<file path="src/rtl/gb_pkg.sv">
// gb_pkg -- shared definitions for the GB frame controller.
// Holds the controller state encoding and the default stencil/counter sizes
// so that wrappers and checkers elaborate against the same values.
package gb_pkg;
  localparam int GB_K      = 9;   // stencil edge (K x K window)
  localparam int GB_W_BITS = 10;  // column/row counter width

  typedef enum logic [1:0] {
    IDLE  = 2'd0,
    RUN   = 2'd1,
    DRAIN = 2'd2
  } gb_state_e;
endpackage

</file>
<file path="src/rtl/gb_out_reg.sv">
// gb_out_reg -- one-entry output holding register with valid/ready.
// Ports:
//   clk, rst    clock, async active-high reset
//   load        capture a new output this cycle (sets valid)
//   load_last   last-of-frame flag travelling with the loaded output
//   out_ready   downstream ready
//   valid, last held output valid and last flag
// A load wins over a same-cycle handshake, which is what lets the stream
// run at one output per cycle.
module gb_out_reg (
  input  logic clk,
  input  logic rst,
  input  logic load,
  input  logic load_last,
  input  logic out_ready,
  output logic valid,
  output logic last
);
  always_ff @(posedge clk or posedge rst) begin
    if (rst) begin
      valid <= 1'b0;
      last  <= 1'b0;
    end else if (load) begin
      valid <= 1'b1;
      last  <= load_last;
    end else if (valid && out_ready) begin
      valid <= 1'b0;
      last  <= 1'b0;
    end
  end
endmodule

</file>
<file path="src/rtl/gb_frame_ctrl.sv">
// gb_frame_ctrl -- frame sequencer for a K x K stencil stream.
// Tracks the column/row of the next accepted pixel, gates upstream flow on
// downstream back-pressure, and emits one output per fully-covered window.
// Ports:
//   clk, rst                  clock, async active-high reset
//   start, cfg_width/height   frame request and size (sampled on accepted start)
//   in_valid / in_ready       upstream pixel handshake
//   dp_shift                  advance datapath one pixel (= accepted pixel)
//   out_valid/out_ready/last  downstream handshake and end-of-frame marker
//   x_idx, y_idx              position of the next pixel to be accepted
//   busy, done, cfg_err       status: RUN/DRAIN, frame complete, start rejected
// Optional: define GB_FRAME_CTRL_PERF_EN to add perf_stall_in/perf_stall_out
// saturating stall counters.
module gb_frame_ctrl
  import gb_pkg::*;
#(
  parameter int W_BITS = GB_W_BITS,
  parameter int K      = GB_K
) (
  input  logic              clk,
  input  logic              rst,
  input  logic              start,
  input  logic [W_BITS-1:0] cfg_width,
  input  logic [W_BITS-1:0] cfg_height,
  input  logic              in_valid,
  output logic              in_ready,
  output logic              dp_shift,
  output logic              out_valid,
  input  logic              out_ready,
  output logic              out_last,
  output logic [W_BITS-1:0] x_idx,
  output logic [W_BITS-1:0] y_idx,
  output logic              busy,
  output logic              done,
  output logic              cfg_err
`ifdef GB_FRAME_CTRL_PERF_EN
  ,
  output logic [31:0]       perf_stall_in,
  output logic [31:0]       perf_stall_out
`endif
);
  localparam logic [W_BITS-1:0] KW  = W_BITS'(K);
  localparam logic [W_BITS-1:0] KM1 = W_BITS'(K - 1);

  gb_state_e         state, state_nxt;
  logic [W_BITS-1:0] width_q, height_q;
  logic              cfg_ok, start_acc, x_end, y_end, emit, last_px, out_hs;

  assign cfg_ok    = (cfg_width >= KW) && (cfg_height >= KW);
  assign start_acc = (state == IDLE) && start && cfg_ok;

  assign in_ready  = (state == RUN) && (!out_valid || out_ready);
  assign dp_shift  = in_valid && in_ready;
  assign out_hs    = out_valid && out_ready;

  // Only the latched size is used here so a start ignored mid-frame
  // cannot disturb the running frame.
  assign x_end   = (x_idx == width_q - W_BITS'(1));
  assign y_end   = (y_idx == height_q - W_BITS'(1));
  assign emit    = dp_shift && (x_idx >= KM1) && (y_idx >= KM1);
  assign last_px = dp_shift && x_end && y_end;

  assign busy = (state != IDLE);

  always_ff @(posedge clk or posedge rst) begin
    if (rst) state <= IDLE;
    else     state <= state_nxt;
  end

  always_comb begin
    state_nxt = state;
    done      = 1'b0;
    case (state)
      IDLE:  if (start_acc) state_nxt = RUN;
      RUN:   if (last_px)   state_nxt = DRAIN;
      DRAIN: if (out_hs) begin
        state_nxt = IDLE;
        done      = 1'b1;
      end
      default: state_nxt = IDLE;
    endcase
  end

  always_ff @(posedge clk or posedge rst) begin
    if (rst) begin
      width_q  <= '0;
      height_q <= '0;
      x_idx    <= '0;
      y_idx    <= '0;
    end else if (start_acc) begin
      width_q  <= cfg_width;
      height_q <= cfg_height;
      x_idx    <= '0;
      y_idx    <= '0;
    end else if (dp_shift) begin
      if (x_end) begin
        x_idx <= '0;
        y_idx <= y_idx + W_BITS'(1);
      end else begin
        x_idx <= x_idx + W_BITS'(1);
      end
    end
  end

  always_ff @(posedge clk or posedge rst) begin
    if (rst) cfg_err <= 1'b0;
    else     cfg_err <= (state == IDLE) && start && !cfg_ok;
  end

  gb_out_reg u_out_reg (
    .clk       (clk),
    .rst       (rst),
    .load      (emit),
    .load_last (last_px),
    .out_ready (out_ready),
    .valid     (out_valid),
    .last      (out_last)
  );

`ifdef GB_FRAME_CTRL_PERF_EN
  always_ff @(posedge clk or posedge rst) begin
    if (rst) begin
      perf_stall_in  <= '0;
      perf_stall_out <= '0;
    end else if (start_acc) begin
      perf_stall_in  <= '0;
      perf_stall_out <= '0;
    end else begin
      if ((state == RUN) && in_ready && !in_valid && (perf_stall_in != '1))
        perf_stall_in <= perf_stall_in + 32'd1;
      if (out_valid && !out_ready && (perf_stall_out != '1))
        perf_stall_out <= perf_stall_out + 32'd1;
    end
  end
`endif
endmodule

</file>
<file path="config.mk">
export PLATFORM = sky130hd
export DESIGN_NAME = gb_frame_ctrl
export DESIGN_NICKNAME = d
export VERILOG_FILES = /design/src/rtl/gb_pkg.sv /design/src/rtl/gb_out_reg.sv /design/src/rtl/gb_frame_ctrl.sv
export SDC_FILE = /design/constraint.sdc
export NUM_CORES = 1
export LEC_CHECK = 0
export ABC_AREA = 1
export BUFFER_PORTS_ARGS = -buffer_cell sky130_fd_sc_hd__buf_4
export CAP_MARGIN = 10
export CORE_MARGIN = 5
export CORE_UTILIZATION = 61
export DETAILED_ROUTE_END_ITERATION = 8
export GPL_TIMING_DRIVEN = 0
export HOLD_SLACK_MARGIN = 0.06
export PLACE_DENSITY = 0.85
export SKIP_CTS_REPAIR_TIMING = 1
export SLEW_MARGIN = 25
export SYNTH_ARGS = -nofsm -noshare
export SYNTH_HDL_FRONTEND = slang
export SYNTH_SLANG_ARGS = --single-unit
</file>
<file path="constraint.sdc">
create_clock -name clk -period 4.7 [get_ports clk]
set_clock_uncertainty 0.1 [all_clocks]
set_input_delay 1.41 -clock clk [delete_from_list [all_inputs] [get_ports clk]]
set_output_delay 1.41 -clock clk [all_outputs]
set_load 0.05 [all_outputs]
</file>
* Word level (Yosys, flattened, before mapping)
Index checks and enable logic that the tools add are counted.
Word-level totals: flip-flop bits (word level) 45, input port bits 25, word-level logic and storage cells 59
Cells by class: multiplexer cells 15, add/subtract/negate cells 4, order comparisons 4, reduce and logical (&&, ||, !) cells 21, equal/unequal tests 7
Operators by type and width (number):
- 2-to-1 mux 10 bit | 6
- >= comparator 10 x 4 -> 1 bit (second input constant) | 4
- adder 10 x 1 -> 10 bit (second input constant) | 2
- equality test 10 bit | 2
- subtractor 10 x 1 -> 10 bit (second input constant) | 2
- logical AND 1 bit | 11
- nonzero test 2 bit | 4
- 2-to-1 mux 2 bit | 3
- one-hot mux 2 bit (3 select lines) | 1
- 2-to-1 mux 1 bit | 5
- inequality test 2 bit (second input constant) | 2
- AND reduction 3 bit | 1
- equality test 2 x 1 -> 1 bit (second input constant) | 1
- equality test 2 bit (second input constant) | 1
- logical NOT 1 bit | 2
- logical NOT 2 bit | 1
- inequality test 2 x 1 -> 1 bit (second input constant) | 1
- AND reduction 2 bit | 1
- logical OR 1 bit | 1

* Depth between registers and ports, before layout
Gate-level depths: netlist (run 1).
depth after elaboration 8, mapped depth 15

* Cells and area by module
From an unflattened synthesis (run 1), not the netlist that was laid out.
Unflattened totals: cells, all modules 494, area total of the unflattened synthesis 3291.9 µm²
By module, submodules not included:
- gb_frame_ctrl | area an instance 3209.3 µm², instances 1, seq. area each 1076.0 µm², cells each 484
- gb_out_reg | area an instance 82.6 µm², instances 1, seq. area each 50.0 µm², cells each 10

* Worst setup path after synthesis (run 1)
OpenSTA, ideal clock, no wires.
kind input to output, start point input port out_ready, end point output port done, data required time 3.190 ns, arrival time 2.551 ns, cell stages on the path 2, setup slack 0.639 ns, cell sequence nand2_1 nor3_1
On the way: cells in the longest elaborated chain, start to end 3
RTL lines:
- start: declaration | line gb_frame_ctrl.sv:29 | input logic out_ready,
- logical AND 1 bit | line gb_frame_ctrl.sv:54 | assign out_hs = out_valid && out_ready;
- 2-to-1 mux 1 bit | line gb_frame_ctrl.sv:76 | DRAIN: if (out_hs) begin
- 2-to-1 mux 1 bit | line gb_frame_ctrl.sv:73 | case (state)
- end: declaration | line gb_frame_ctrl.sv:34 | output logic done,
No other way between the ends.

* Worst setup path after layout (run 1)
start point input port out_ready, end point output port dp_shift
On the way: cells in the longest elaborated chain, start to end 3
RTL lines:
- logical OR 1 bit | line gb_frame_ctrl.sv:52 | assign in_ready = (state == RUN) && (!out_valid || out_ready);
- logical AND 1 bit | line gb_frame_ctrl.sv:52
- logical AND 1 bit | line gb_frame_ctrl.sv:53 | assign dp_shift = in_valid && in_ready;
- end: declaration | line gb_frame_ctrl.sv:27 | output logic dp_shift,
No other way between the ends.

==> results of run 1 <==
[tightest hold or removal path: stages, from the launching register on]
cell	delay, ps
dfrtp_1	360
nand3_1	80
nand2_1	70
[logic make-up (layout without fill, tap and decap cells)]
family / after synthesis / in the layout / synth area share, %
fa+ha+maj: 6 / 6 / 2.471
buf+inv: 75 / 135 / 10.21
mux: 4 / 4 / 1.483
compound gates: 32 / 32 / 5.560
xor+xnor: 20 / 20 / 5.766
simple gates: 245 / 245 / 37.44
flops: 45 / 45 / 37.07
[state kept, by name, indices dropped and copies added (netlist names)]
signal / flops
u_out_reg.valid: 1
u_out_reg.last: 1
width_q: 10
cfg_err: 1
x_idx: 10
state: 2
y_idx: 10
height_q: 10
[metrics by stage]
step | hold WS, ps | setup slack [ps] | util, % | std cells
after floorplan | 372.2 | 639.2 | - | 427
after global placement | 401.7 | 898.5 | 73.23 | 545
after detailed placement | 411.8 | 907.4 | 73.65 | 546
after CTS | 435.8 | 899.4 | 76.08 | 554
after global routing | 475.8 | 800.3 | 76.08 | 554
final | 437.4 | 894.9 | 76.08 | 554
[routing by layer]
| metal | share of wire (%) | vias up | GRT usage, % |
|---|---|---|---|
| li1 | - | 1470 | - |
| met1 | 40 | 1387 | 29.57 |
| met2 | 53 | 79 | 47.35 |
| met3 | 4.1 | 23 | 4.260 |
| met4 | 2.9 | 0 | 10.81 |
| met5 | 0 | - | 0 |
[synth_stat cells (7+ instances only)]
cell	n	area share, %
nor3_1	8	1.3
xor2_1	16	4.6
nand3_1	44	7.2
nor2_1	46	5.7
nand3_2	12	4.0
o21ai_0	17	2.8
nand2_1	110	14
inv_1	55	6.8
nand4_1	8	1.6
inv_2	7	0.87
dfrtp_1	45	37
a21oi_1	8	1.3
[cells in the final DEF (no fill, tap or decap), drive strengths merged]
cell type  count
nand2        113
inv           62
buf           59
nand3         56
nor2          52
dfrtp         45
o21ai         18
xor2          16
clkbuf        11
nand4          8
a21oi          8
nor3           8
ha             6
o22ai          5
nand3b         4
xnor2          4
mux2           4
nor4           3
clkinv         2
o21a           1
or2            1
bufinv         1
[area by class of cell]
type                    count  area, um2
multi-input cells         307       1602
fillers                   400       1145
flip-flops and latches     45       1126
repair buffers             52      402.9
inverters                  64      240.2
clock buffers               7      86.33
well taps                  67      83.83
plain buffers              11      70.07
clock inverters             1      30.03
[how the worst max path moves through the flow]
stage          slack (ps)       end  startpoint
5_1_grt               800  dp_shift   out_ready
3_5_place_dp          910  dp_shift   out_ready
4_1_cts               900  dp_shift   out_ready
6_report              890  dp_shift   out_ready
3_3_place_gp          900  dp_shift   out_ready
2_1_floorplan         640      done   out_ready
[report_power, final]
group / total [uW] / internal [uW] / switching (uW)
registers: 611 / 481 / 130
logic: 734 / 263 / 471
clock network: 309 / 174 / 135
==> results.sh, run 1 <==
export IMPL_rsz0062_at_grt="no"
export IMPL_ys_seq_elements=45
export IMPL_cts_tree="built"
export IMPL_dp_hpwl_um=5867
export IMPL_postRouteAntennaNets=0
export IMPL_start_kind="primary input"
export IMPL_slew_viol_final=0
export IMPL_ys_seq_area_share_pct=37.07
export IMPL_num_vias=2959
export IMPL_path_class="primary input to primary output"
export IMPL_drive_gt1_share_pct=20.94
export IMPL_io_pins=52
export IMPL_port_buffers=51
export IMPL_cts_buffer_depth=2
export IMPL_power_uw=1654
export IMPL_period_share_pct=80.96
export IMPL_async_flop_share_pct=100.0
export IMPL_core_area_um2=4786
export IMPL_drc=0
export IMPL_path_max_fanout=6
export IMPL_grt_pass1_vias=2886
export IMPL_grt_antenna_before_repair=0
export IMPL_synth_area_um2=3038
export IMPL_critPathSlowestCell="buf_4"
export IMPL_drt_initial_drc_count=163
export IMPL_firstDrtPassIters=4
export IMPL_clkSinkCount=45
export IMPL_post_dp_cell_area_um2=3525
export IMPL_yosysWarningCount=0
export IMPL_path_cells="buf_4, o21a_1, nand2_1, inv_1, buf_4"
export IMPL_drt_total_wl_um=7702
export IMPL_gp_congestion=0.9518
export IMPL_path_clk_slew_ps=80
export IMPL_syn_instance_count=427
export IMPL_synth_area_per_cell_um2=7.115
export IMPL_synth_cell_types=32
export IMPL_synth_edff_count=0
export IMPL_crit_family="buffers and inverters"
export IMPL_grtUsageTotal_pct=25.89
export IMPL_p_leak_uw=0.001912
export IMPL_fin_nets=517
export IMPL_min_path_type="flop to flop"
export IMPL_avgViaCountPerCell=5.341
export IMPL_critical_path_arrival_ps=2300
export IMPL_diodes=0
export IMPL_start_util_pct=63.48
export IMPL_grt_pass1_wl_um=12970
export IMPL_r2r_slack_ps=2510
export IMPL_worstRegToRegCells=13
export IMPL_crit_path_end_kind="primary output"
export IMPL_cts_buffers=5
export IMPL_p_per_area_nw_per_um2=454.3
export IMPL_cp_depth=5
export IMPL_reg2reg_from="height_q[0]"
export IMPL_maxCapViolCount=0
export IMPL_r2r_end="state[0]"
export IMPL_ys_dominant_reg_cell="dfrtp_1"
export IMPL_cts_root_buf="clkbuf_8"
export IMPL_dieWidth_um=80.57
export IMPL_layout_min_cycle_time_ps=3805
export IMPL_crit_top_cell="buf_4"
export IMPL_hold_violations=0
export IMPL_worst_ep_required_time_ps=3190
export IMPL_fmax_mhz=262.8
export IMPL_tns_ps=0
export IMPL_die_height_um=80.57
export IMPL_path_buf_inv=3
export IMPL_design_area_um2=3641
export IMPL_grt_start_max_net_pins=31
export IMPL_num_rows=25
export IMPL_max_slew_margin_pct=72.92
export IMPL_crit_path_max_incr_delay_ps=220
export IMPL_clk_latency_ps=300
export IMPL_post_drt_wl_per_cell_um=13.90
export IMPL_gr_total_overflow=0
export IMPL_setup_violations=0
export IMPL_ir_drop_uv=242.3
export IMPL_whs_path_depth=2
export IMPL_hold_start="u_out_reg.last"
export IMPL_die_area_um2=6492
export IMPL_hold_path_end="u_out_reg.last"
export IMPL_status="finished clean"
export IMPL_area_growth_syn_to_layout_pct=19.85
export IMPL_max_slew_worst_pin_slew_ps=402.5
export IMPL_synthesis_nets=458
export IMPL_htree_levels=2
(Power assumes the default switching activity.)
==> run 2: changes to the inputs <==
Settings changed: ABC_AREA 1 to 0, CORE_UTILIZATION 61 to 56, PLACE_DENSITY 0.85 to 0.79.
Clock period 4.7 ns to 3.7 ns, I/O delays scaled along.
==> run 2 against run 1 <==
  * Combinational power shrank 49%
  * Core utilization decreased by 5.3 points
  * Sequential share of layout area up 2.6 points
  * Worst hold slack worse by 21 ps
  * Register-to-register slack worse by 2200 ps
  * Critical path depth increased by 5
  * Total power is 23% lower
  * Critical path type is now flop to flop
  * Largest power group is now sequential cells
==> results.sh, run 2 <==
export IMPL_status="finished clean"
export IMPL_hold_violations=0
export IMPL_async_flop_share_pct=100.0
export IMPL_worst_ep_required_time_ps=3830
export IMPL_dieWidth_um=80.41
export IMPL_synth_cell_types=52
export IMPL_cts_buffer_depth=2
export IMPL_maxCapViolCount=0
export IMPL_grt_pass1_wl_um=12260
export IMPL_die_height_um=80.41
export IMPL_ys_seq_area_share_pct=40.56
export IMPL_groute_layer_met3_usage_pct=5.045
export IMPL_n_fill_cell=398
export IMPL_diodes=0
export IMPL_path_class="flop to flop"
export IMPL_yosysMostFrequentCell="nand2_1"
export IMPL_grt_start_max_net_pins=33
export IMPL_critical_path_arrival_ps=3520
export IMPL_synth_common_cells="64 x nand2_1, 45 x dfrtp_1, 21 x nor2_1"
export IMPL_critPathSlowestCell="or4b_2"
export IMPL_tns_ps=0
export IMPL_ys_seq_elements=45
export IMPL_cts_tree="built"
export IMPL_r2r_slack_ps=310
export IMPL_power_uw=1281
export IMPL_crit_path_max_incr_delay_ps=640
export IMPL_synth_area_per_cell_um2=8.649
export IMPL_reg2reg_from="width_q[0]"
export IMPL_synthesis_nets=352
export IMPL_drt_initial_drc_count=198
export IMPL_r2r_end="y_idx[5]"
export IMPL_startpoint="width_q[0]"
export IMPL_slew_viol_final=0
export IMPL_avgViaCountPerCell=5.750
export IMPL_cts_root_buf="clkbuf_8"
export IMPL_gr_usage_met2_pct=37.91
export IMPL_grt_pass1_vias=2492
export IMPL_fin_nets=411
export IMPL_grt_busiest_layer="met2"
export IMPL_final_common_cell="nand2_1"
export IMPL_synth_edff_count=0
export IMPL_io_pins=52
export IMPL_path_max_fanout=9
export IMPL_rsz0062_at_grt="no"
export IMPL_grt_antenna_before_repair=0
export IMPL_setup_violations=0
export IMPL_yosysWarningCount=0
export IMPL_syn_instance_count=321
export IMPL_layout_min_cycle_time_ps=3390
export IMPL_die_area_um2=6466
export IMPL_drc=0
export IMPL_postRouteAntennaNets=0
export IMPL_port_buffers=51
export IMPL_dp_hpwl_um=5318
export IMPL_mostFrequentLayoutCells="64 x nand2_1, 51 x buf_4, 45 x dfrtp_1"
export IMPL_ys_dominant_reg_cell="dfrtp_1"
export IMPL_synth_area_um2=2776
export IMPL_htree_levels=2
export IMPL_area_growth_syn_to_layout_pct=21.14
export IMPL_min_path_type="flop to flop"
export IMPL_gp_congestion=0.8924
export IMPL_grtUsageTotal_pct=24.77
export IMPL_path_clk_slew_ps=90
export IMPL_period_share_pct=91.61
export IMPL_cts_buffers=5
export IMPL_post_drt_wl_per_cell_um=16.30
export IMPL_clkSinkCount=45
export IMPL_synth_largest_area_cell="dfrtp_1"
export IMPL_register_area_um2=1126
export IMPL_path_cells="inv_1, ha_1, or4b_2, nor4_1, xnor2_1, o2111ai_1, or2_1, buf_6, or4_1, a21oi_1"
export IMPL_synth_area_leaders="dfrtp_1 41%, nand2_1 8.7%, xnor2_1 6.0%"
export IMPL_multi_input_area_um2=1529
export IMPL_gr_total_overflow=0
export IMPL_synth_top_area_share_pct=40.56
export IMPL_max_slew_margin_pct=45.69
export IMPL_clk_latency_ps=310
export IMPL_grt_util_met1_pct=34.19
export IMPL_core_area_um2=4755
export IMPL_drt_total_wl_um=7301
export IMPL_drive_gt1_share_pct=20.47
export IMPL_p_per_area_nw_per_um2=380.8
export IMPL_num_rows=25
export IMPL_p_leak_uw=0.001617
export IMPL_max_slew_worst_pin_slew_ps=811.6
export IMPL_endpoint="y_idx[5]"
export IMPL_start_util_pct=58.39
export IMPL_ir_drop_uv=311.7
export IMPL_start_kind="flop"
export IMPL_worstRegToRegCells=10
export IMPL_fmax_mhz=295.0
export IMPL_crit_path_end_kind="flop"
export IMPL_firstDrtPassIters=5
export IMPL_num_vias=2576
run 2: cell count changes in the layout (fill, tap and decap cells not counted), moves of 6 or more:
cell and change:
o21ai_0 -7, nand3_1 -30, nand2_1 -46, nand3_2 -12, inv_1 -38, inv_2 -6
xnor2_1 +15, nand4_1 -6, clkbuf_1 +8, xor2_1 -6, nor2_1 -25
run 2: power by group:
| part | leakage [uW] | internal, uW | switching, uW | total, uW |
|---|---|---|---|---|
| clock network | 0.0000512 | 152 | 185 | 337 |
| registers | 0.000570 | 521 | 49.3 | 570 |
| logic | 0.000996 | 135 | 239 | 373 |
run 2: metal layers:
metal	up-vias	part of all wire (%)
met5	-	0
met2	98	45
met3	15	6.5
met4	0	2.4
li1	1247	-
met1	1216	46
run 2: metrics by stage:
stage	setup WS, ps	std cells	hold slack, ps	utilization [%]	cell area, um2
after detailed placement	378.4	440	391.4	68.71	3267
after CTS	360.8	448	413.8	70.74	3363
after global routing	68.45	448	454.9	70.74	3363
after global placement	356.1	439	388.1	68.29	3247
after floorplan	123.8	321	365.5	-	2780
final	310.5	448	416.2	70.74	3363
run 2: cells by family after synthesis:
group                      after synthesis  share of synthesized area, %
muxes                                    7                         2.614
buffers and inverters                   31                         4.506
xor gates and xnor gates                29                         9.148
adders and majority gates                6                         2.704
and+or+nand+nor                        150                         26.45
AOI/OAI and AO/OA                       53                         14.02
DFF                                     45                         40.56
run 2: worst min-delay path by stage:
| stage | endpoint | from | slack, ps | depth (start not counted) |
|---|---|---|---|---|
| after floorplan | height_q[9] | height_q[9] | 370 | 2 |
| after detailed placement | width_q[9] | width_q[9] | 390 | 2 |
| final | width_q[9] | width_q[9] | 420 | 2 |
| after global placement | width_q[9] | width_q[9] | 390 | 2 |
| after CTS | width_q[9] | width_q[9] | 410 | 2 |
| after global routing | width_q[9] | width_q[9] | 450 | 2 |
run 2: critical path, delay by kind of cell (launching register included):
kind | cells | cell delay [ps]
AND/OR/NAND/NOR | 4 | 1770
flip-flops | 1 | 430
AO/OA/AOI/OAI | 2 | 350
adder cells (fa/ha/maj) | 1 | 250
buffers and inverters | 2 | 240
XOR/XNOR | 1 | 170
run 2: area by class of cell:
cell class                 instances  area share, %
sequential                        45          33.48
buffer                            13          1.711
inverter                          18          2.009
timing repair buffer              52          11.98
tap                               67          2.493
clock buffer                       6          2.455
clock inverter                     2         0.4092
multi-input combinational        245          45.46
